--- src/rtl/raifes_gpio_ctrl.sv ---
// GPIO controller on the HASTI (AHB-lite) bus: output/enable registers, atomic
// set/clear/toggle, synchronised inputs and per-pin edge interrupts on one irq.
`ifndef HASTI_ADDR_WIDTH
`define HASTI_ADDR_WIDTH 32
`endif
`ifndef HASTI_BUS_WIDTH
`define HASTI_BUS_WIDTH 32
`endif
`ifndef HASTI_SIZE_WIDTH
`define HASTI_SIZE_WIDTH 3
`endif
`ifndef HASTI_BURST_WIDTH
`define HASTI_BURST_WIDTH 3
`endif
`ifndef HASTI_PROT_WIDTH
`define HASTI_PROT_WIDTH 4
`endif
`ifndef HASTI_TRANS_WIDTH
`define HASTI_TRANS_WIDTH 2
`endif
`ifndef HASTI_RESP_WIDTH
`define HASTI_RESP_WIDTH 1
`endif

module raifes_gpio_ctrl #(
    parameter int          GPIO_WIDTH  = 8,
    parameter logic [31:0] BASE_ADDR   = 32'hC000_0100,
    parameter int          SYNC_STAGES = 2
) (
    input  logic                            clk,
    input  logic                            reset,
    output logic [GPIO_WIDTH-1:0]           gpio_o,
    output logic [GPIO_WIDTH-1:0]           gpio_oe,
    input  logic [GPIO_WIDTH-1:0]           gpio_i,
    output logic                            irq,
    input  logic [`HASTI_ADDR_WIDTH-1:0]    haddr,
    input  logic                            hwrite,
    input  logic [`HASTI_SIZE_WIDTH-1:0]    hsize,
    input  logic [`HASTI_BURST_WIDTH-1:0]   hburst,
    input  logic                            hmastlock,
    input  logic [`HASTI_PROT_WIDTH-1:0]    hprot,
    input  logic [`HASTI_TRANS_WIDTH-1:0]   htrans,
    input  logic [`HASTI_BUS_WIDTH-1:0]     hwdata,
    output logic [`HASTI_BUS_WIDTH-1:0]     hrdata,
    output logic                            hready,
    output logic [`HASTI_RESP_WIDTH-1:0]    hresp
);

    localparam logic [3:0] REG_OUT  = 4'd0;
    localparam logic [3:0] REG_OE   = 4'd1;
    localparam logic [3:0] REG_IN   = 4'd2;
    localparam logic [3:0] REG_SET  = 4'd3;
    localparam logic [3:0] REG_CLR  = 4'd4;
    localparam logic [3:0] REG_TGL  = 4'd5;
    localparam logic [3:0] REG_IE   = 4'd6;
    localparam logic [3:0] REG_POL  = 4'd7;
    localparam logic [3:0] REG_PEND = 4'd8;

    localparam int CNT_MAX = SYNC_STAGES + 1;
    localparam int CNT_W   = $clog2(CNT_MAX + 1);

    logic [GPIO_WIDTH-1:0] r_out, r_oe, r_ie, r_pol, r_pend, r_prev;
    logic [GPIO_WIDTH-1:0] r_sync [SYNC_STAGES];
    logic [CNT_W-1:0]      r_cnt;
    logic                  r_valid, r_write, r_irq;
    logic [3:0]            r_idx;
    logic [31:0]           r_rdata;

    logic [31:0]           w_offset;
    logic                  w_hit, w_addr_act, w_wr, w_edge_en, w_unused;
    logic [3:0]            w_idx;
    logic [GPIO_WIDTH-1:0] w_wdata, w_in, w_edge, w_clr, w_rdata;
    logic [GPIO_WIDTH-1:0] w_out_nxt, w_oe_nxt, w_ie_nxt, w_pol_nxt, w_pend_nxt;
    logic [31:0]           w_rdata32;

    // Addresses below BASE_ADDR wrap to a huge offset and so decode as a miss.
    assign w_offset   = haddr - BASE_ADDR;
    assign w_hit      = (w_offset <= 32'h20) && (w_offset[1:0] == 2'b00);
    assign w_idx      = w_offset[5:2];
    assign w_addr_act = htrans[1];
    assign w_wr       = r_valid & r_write;
    assign w_wdata    = hwdata[GPIO_WIDTH-1:0];
    assign w_in       = r_sync[SYNC_STAGES-1];
    assign w_edge_en  = (r_cnt == CNT_W'(CNT_MAX));
    assign w_unused   = ^{hsize, hburst, hmastlock, hprot, htrans[0], hwdata};

    always_comb begin
        w_edge = '0;
        if (w_edge_en)
            w_edge = (r_pol & w_in & ~r_prev) | (~r_pol & ~w_in & r_prev);
    end

    always_comb begin
        w_out_nxt = r_out;
        w_oe_nxt  = r_oe;
        w_ie_nxt  = r_ie;
        w_pol_nxt = r_pol;
        w_clr     = '0;
        if (w_wr) begin
            case (r_idx)
                REG_OUT:  w_out_nxt = w_wdata;
                REG_SET:  w_out_nxt = r_out | w_wdata;
                REG_CLR:  w_out_nxt = r_out & ~w_wdata;
                REG_TGL:  w_out_nxt = r_out ^ w_wdata;
                REG_OE:   w_oe_nxt  = w_wdata;
                REG_IE:   w_ie_nxt  = w_wdata;
                REG_POL:  w_pol_nxt = w_wdata;
                REG_PEND: w_clr     = w_wdata;
                default:  ;
            endcase
        end
    end

    // A new edge overrides a same-cycle write-1-to-clear.
    assign w_pend_nxt = (r_pend & ~w_clr) | w_edge;

    // Reads see the post-write value of any write in its data phase.
    always_comb begin
        w_rdata = '0;
        case (w_idx)
            REG_OUT:  w_rdata = w_out_nxt;
            REG_OE:   w_rdata = w_oe_nxt;
            REG_IN:   w_rdata = w_in;
            REG_IE:   w_rdata = w_ie_nxt;
            REG_POL:  w_rdata = w_pol_nxt;
            REG_PEND: w_rdata = (w_wr && r_idx == REG_PEND) ? w_pend_nxt : r_pend;
            default:  w_rdata = '0;
        endcase
    end

    always_comb begin
        w_rdata32 = '0;
        if (w_hit)
            w_rdata32[GPIO_WIDTH-1:0] = w_rdata;
    end

    always_ff @(posedge clk or posedge reset) begin
        if (reset) begin
            r_valid <= 1'b0;
            r_write <= 1'b0;
            r_idx   <= '0;
            r_rdata <= '0;
        end else begin
            r_valid <= w_addr_act & w_hit;
            r_write <= hwrite;
            r_idx   <= w_idx;
            if (w_addr_act && !hwrite)
                r_rdata <= w_rdata32;
        end
    end

    always_ff @(posedge clk or posedge reset) begin
        if (reset) begin
            r_out  <= '0;
            r_oe   <= '0;
            r_ie   <= '0;
            r_pol  <= '0;
            r_pend <= '0;
            r_prev <= '0;
            r_cnt  <= '0;
            r_irq  <= 1'b0;
            for (int i = 0; i < SYNC_STAGES; i++)
                r_sync[i] <= '0;
        end else begin
            r_out  <= w_out_nxt;
            r_oe   <= w_oe_nxt;
            r_ie   <= w_ie_nxt;
            r_pol  <= w_pol_nxt;
            r_pend <= w_pend_nxt;
            r_prev <= w_in;
            r_irq  <= |(r_pend & r_ie);
            if (!w_edge_en)
                r_cnt <= r_cnt + 1'b1;
            r_sync[0] <= gpio_i;
            for (int i = 1; i < SYNC_STAGES; i++)
                r_sync[i] <= r_sync[i-1];
        end
    end

    assign gpio_o  = r_out;
    assign gpio_oe = r_oe;
    assign irq     = r_irq;
    assign hrdata  = r_rdata;
    assign hready  = 1'b1;
    assign hresp   = '0;

endmodule

--- config.mk ---
export PLATFORM = sky130hd
export DESIGN_NAME = raifes_gpio_ctrl
export DESIGN_NICKNAME = d
export VERILOG_FILES = /design/src/rtl/raifes_gpio_ctrl.sv
export SDC_FILE = /design/constraint.sdc
export NUM_CORES = 1
export LEC_CHECK = 0
export BUFFER_PORTS_ARGS = -buffer_cell sky130_fd_sc_hd__buf_2
export CORE_UTILIZATION = 46
export DETAILED_ROUTE_END_ITERATION = 16
export PLACE_DENSITY = 0.81
export SKIP_LAST_GASP = 1
export SYNTH_ARGS = -nofsm -noshare
export SYNTH_HDL_FRONTEND = slang
export SYNTH_SLANG_ARGS = --single-unit
--- constraint.sdc ---
create_clock -name clk -period 1.9 [get_ports clk]
set_input_delay 0 -clock clk [delete_from_list [all_inputs] [get_ports clk]]
set_output_delay 0 -clock clk [all_outputs]
set_load 0.02 [all_outputs]
# ---- Word level (Yosys, flattened, before mapping)
# Index checks and enable logic that the tools add are counted.
dict set report totals {
  ff_bits 81
  output_inout_bits 51
}
dict set report classes {
  add_sub_neg 2
  order_cmp 1
  eq_ne 13
  muxes 14
  n_bitwise 18
  n_reduce_logical 8
}
# cell n
set ops {}
lappend ops {{8-bit two-way mux} 12}
lappend ops {{8-bit bitwise AND} 7}
lappend ops {{8-bit case mux with 6 select lines} 1}
lappend ops {{8-bit NOT} 5}
lappend ops {{32-bit by 6-bit less-or-equal comparator with 1-bit output, second input constant} 1}
lappend ops {{8-bit case mux with 4 select lines} 1}
lappend ops {{32-bit subtractor, second input constant} 1}
lappend ops {{4-bit by 3-bit equality test with 1-bit output, second input constant} 6}
lappend ops {{8-bit bitwise OR} 3}
lappend ops {{4-bit by 1-bit equality test with 1-bit output, second input constant} 2}
lappend ops {{4-bit by 2-bit equality test with 1-bit output, second input constant} 2}
lappend ops {{4-bit equality test, second input constant} 2}
lappend ops {{4-bit logical NOT} 2}
lappend ops {{8-bit OR reduction} 1}
lappend ops {{8-bit XOR} 1}
lappend ops {{1-bit logical AND} 3}
lappend ops {{2-bit by 1-bit adder with 2-bit output, second input constant} 1}
lappend ops {{1-bit bitwise AND} 2}
lappend ops {{2-bit equality test, second input constant} 1}
lappend ops {{2-bit logical NOT} 1}
lappend ops {{1-bit logical NOT} 1}

# ---- Logic depth before layout (Yosys ltp)
dict set report logic_depth {
  word_depth 9
  depth_mapped 9
  ltp_nobuf 8
}

# ---- Worst setup path after synthesis
# OpenSTA, ideal clock, no wires.
dict set report synth_path {
  path_kind {reg-to-reg}
  start {reg r_idx[3]}
  end {reg r_rdata[7] (netlist: hrdata[7])}
  arrival_ns 1.778
  required_ns 1.756
  slack_ns -0.022
  path_stages_with_launch 8
  path_buffers 1
  path_cell_list {dfrtp_1 > and3b_4 > and4b_1 > buf_6 > mux2_4 > a22o_1 > a221oi_2 > a32oi_1}
}
# element line_no
set synth_rtl {}
lappend synth_rtl {{start: declaration} 66} ;# logic [3:0] r_idx;
lappend synth_rtl {{start signal: assignment} 146} ;# r_idx <= w_idx;
lappend synth_rtl {{4-bit by 3-bit equality test with 1-bit output} 100} ;# case (r_idx)
lappend synth_rtl {{8-bit two-way mux} 100}
lappend synth_rtl {{8-bit two-way mux} 99} ;# if (w_wr) begin
lappend synth_rtl {{named net w_ie_nxt[7]} 73} ;# logic [GPIO_WIDTH-1:0] w_out_nxt, w_oe_nxt, w_ie_nxt, w_pol_nxt, w_pend_nxt;
lappend synth_rtl {{8-bit case mux with 6 select lines} 120} ;# case (w_idx)
lappend synth_rtl {{8-bit two-way mux} 133} ;# if (w_hit)
lappend synth_rtl {{end signal: assignment} 148} ;# r_rdata <= w_rdata32;
lappend synth_rtl {{end: declaration} 67} ;# logic [31:0] r_rdata;
# The timed path passes the listed nets, and every way through them passes these cells.
# A chain may end at the register's enable or synchronous reset.

# ---- Worst setup path in the final report
dict set report layout_path {
  start {reg r_idx[1]}
  end {reg r_rdata[6] (netlist: hrdata[6])}
}
dict set report layout_between {
  elab_chain_len 9
}
# element line_no
set layout_rtl {}
lappend layout_rtl {{4-bit equality test} {100, 126}}
lappend layout_rtl {{8-bit two-way mux} 100}
lappend layout_rtl {{8-bit two-way mux} 99}
lappend layout_rtl {{8-bit NOT} 115} ;# assign w_pend_nxt = (r_pend & ~w_clr) | w_edge;
lappend layout_rtl {{8-bit bitwise AND} 115}
lappend layout_rtl {{8-bit bitwise OR} 115}
lappend layout_rtl {{8-bit two-way mux} 126} ;# REG_PEND: w_rdata = (w_wr && r_idx == REG_PEND) ? w_pend_nxt : r_pend;
lappend layout_rtl {{8-bit case mux with 6 select lines *} 120}
lappend layout_rtl {{8-bit two-way mux *} 133}
# Every way passes the cells marked *; elsewhere a longest branch is shown, timed or not.

==> impl_metrics.env <==
export IMPL_status="finished, violations left"
export IMPL_violations="DRC, setup timing"
export IMPL_crit_fanout=5
export IMPL_place_inst=608
export IMPL_seq_area_frac_synth_pct=47.3
export IMPL_drtIter0Drc=302
export IMPL_critPathKind="reg2reg"
export IMPL_final_hold_viol_count=0
export IMPL_antenna_found_initial=0
export IMPL_max_freq_mhz=485
export IMPL_r2r_start="r_idx[1]$_DFF_PP0_"
export IMPL_ys_top_cells_by_area="dfrtp_1 (47%), ha_1 (5.0%), buf_4 (4.7%), nand2_1 (3.8%), a22oi_1 (3.7%)"
export IMPL_synth_top_area_share_pct=47.3
export IMPL_numCtsBuffers=9
export IMPL_drtPass1Iterations=11
export IMPL_synth_avg_cell_area_um2=10.5
export IMPL_grt_pass1_wl_um=18100
export IMPL_power_frac_comb_pct=11.0
export IMPL_start_kind="flop"
export IMPL_grt_max_degree=50
export IMPL_clkTransAtPathRegs_ns=0.09
export IMPL_min_period_ns=2.06
export IMPL_post_drt_wl_per_cell_um=17.8
export IMPL_netSwitchingFraction_pct=24.9
export IMPL_post_route_period_util_pct=108
export IMPL_design_die_area_mm2=0.00971
export IMPL_dpl_worst_slack_ns=-0.0935
export IMPL_drive_above_1_share_pct=33.8
export IMPL_synth_seq_cells=81
export IMPL_layout_setup_ws_ns=-0.161
export IMPL_clock_root_buffer="clkbuf_8"
export IMPL_tns_ns=-0.425
export IMPL_power_switching_mw=0.926
export IMPL_holdWs_ns=0.160
export IMPL_worstSetupEndpointType="flop"
export IMPL_cp_top_family="simple AND/OR/NAND/NOR gates"
export IMPL_cp_buffers_inverters=1
export IMPL_crit_required_ns=2.13
export IMPL_finalClockSkew_ns=0.0121
export IMPL_coreArea_mm2=0.00889
export IMPL_ir_drop_mv=0.529
export IMPL_via_per_inst=5.76
export IMPL_antenna_cells=0
export IMPL_clock_sinks=81
export IMPL_dieWidth_um=98.5
export IMPL_cts_tree="yes"
export IMPL_finish_instance_area_mm2=0.00550
export IMPL_yosys_cell_types_count=57
export IMPL_final_common_cell="dfrtp_1"
export IMPL_gp_congestion=0.899
export IMPL_synth_top_cell_by_area="dfrtp_1"
export IMPL_area_growth_pct=28.2
export IMPL_p_leak_nw=2.58
export IMPL_syn_area_mm2=0.00429
export IMPL_ioPinCount=139
export IMPL_crit_path_max_incr_delay_ns=0.58
export IMPL_pwr_share_clk_pct=41.3
export IMPL_drv_cap=0
export IMPL_grt_overflow=0
export IMPL_final_cells=655
export IMPL_clk_latency_ns=0.38
export IMPL_drt_wl_total_um=11700
export IMPL_antenna_left=0
export IMPL_rows=34
export IMPL_cts_buffer_depth=2
export IMPL_worstPathArrival_ns=2.30
export IMPL_drc=7
export IMPL_grt_pass1_vias=3705
export IMPL_crit_path_cell_trace="nand3b_1, or4b_4, buf_12, o21ai_4, o21ai_1, a22oi_1, a32oi_1"
export IMPL_hpwl_um=7910
export IMPL_die_h_um=98.5
export IMPL_nets=647
export IMPL_grt_use_total_pct=24.5
export IMPL_worst_pin_slew_ns=0.510
export IMPL_critPathSlowestCell="or4b_4"
export IMPL_synthCells=407
export IMPL_start_util_pct=48.2
export IMPL_port_buffers=76
export IMPL_placed_area_mm2=0.00489
export IMPL_p_seq_share_pct=47.7
export IMPL_final_cell_mix="dfrtp_1 (79), buf_2 (76), nand2_1 (43)"
export IMPL_setup_viol=8
export IMPL_via_count=3773
export IMPL_power_density_mw_per_mm2=678
export IMPL_hold_class="in2async"
export IMPL_drv_slew=0
export IMPL_maxSlewHeadroom_pct=66.0
export IMPL_crit_start="r_idx[1]$_DFF_PP0_"
export IMPL_p_int_mw=2.80
export IMPL_rsz0062_at_grt="true"
export IMPL_ctsHtreeMaxLevel=3
export IMPL_yosysWarnings=0
-- what timing repair did --
item,in CTS,in global routing
buffers inserted,6,2
hold buffers,24,0
setup endpoints to repair,8,10
pin swaps,6,7
resized for setup,7,8
endpoints found under the hold margin,106,0
-- stage by stage --
stage                     util (%)  total power [mW]
after floorplan                  -              2.06
after global routing          61.8              3.86
after global placement        55.0              2.16
after detailed placement      55.0              2.17
after CTS                     61.2              3.74
final                         61.8              3.72
-- power by group through the flow --
stage | registers (mW) | clock network [mW] | logic [mW]
4_1_cts | 1.78 | 1.56 | 0.401
3_5_place_dp | 1.81 | 0 | 0.361
2_1_floorplan | 1.80 | 0 | 0.256
6_report | 1.78 | 1.54 | 0.408
5_1_grt | 1.78 | 1.63 | 0.443
3_3_place_gp | 1.81 | 0 | 0.347
-- area by class of cell --
class,count,area (µm²)
inverters,19,75.1
clock inverters,6,115
well taps,108,135
flip-flops and latches,81,2030
repair buffers,142,968
clock buffers,10,128
multi-input cells,289,2050
fillers,716,3390
-- Yosys cell counts, drive strengths merged --
library cell and instances:
nand3b 2, a21oi 14, clkbuf 3, o31ai 3, and4b 1, o41ai 2, a221oi 8, nand3 2
nor3 3, xor2 2, and4 2, nor2 26, mux2 21, or4 1, o2111ai 1, mux2i 7
a22oi 21, nor3b 10, a222oi 1, inv 19, xnor2 1, a2bb2oi 1, o22a 1, a32oi 7
o21ai 31, buf 39, nand2 49, nand2b 2, conb 2, and2 1, nor4 4, and3b 4
o22ai 7, ha 17, or4b 1, a22o 1, nor4b 5, or3 1, nand4 3, dfrtp 81
-- path summary, 6_finish.rpt --
check / to / slack [ns] / cells after the start
worst max-delay path: hrdata[6]$_DFFE_PP0P_ / -0.16 / 7
worst min-delay path: r_pend[6]$_DFF_PP0_ / 0.16 / 3
worst max register to register: hrdata[6]$_DFFE_PP0P_ / -0.16 / 7
worst min register to register: w_in[3]$_DFF_PP0_ / 0.35 / 0
max in group asynchronous: r_sync[9]$_DFF_PP0_ / 1.15 / 4
min in group clk: hrdata[5]$_DFFE_PP0P_ / 0.23 / 5
-- worst register-to-register path, stage by stage, from the launching register on --
cell and delay, ns:
dfrtp_1 0.38, nand3b_1 0.21, or4b_4 0.59, buf_12 0.17, o21ai_4 0.13, o21ai_1 0.08
a22oi_1 0.21, a32oi_1 0.15
-- registers in the layout, summed over array words and instances, names as in the netlist, 2 cells and up --
name     cells
r_pol        8
r_pend       8
gpio_oe      8
r_sync       8
r_idx        4
r_ie         8
r_prev       8
r_cnt        2
gpio_o       8
w_in         8
hrdata       8
-- cell families after synthesis --
kind of cell / synth area share (%)
XOR/XNOR: 0.788
AND/OR/NAND/NOR: 15.0
AO/OA/AOI/OAI: 16.3
adder cells (fa/ha/maj): 4.96
flip-flops: 47.3
multiplexers: 7.24
other: 0.175
buffers and inverters: 8.32
-- routing by layer --
layer	part of all wire [%]	vias to the layer above	global-route usage, %
met5	0	-	0
met4	3.2	0	13.1
met3	7.3	39	6.24
met2	50	210	40.1
met1	40	1833	30.0
li1	-	1691	-
Power figures use the tool's default switching activity.
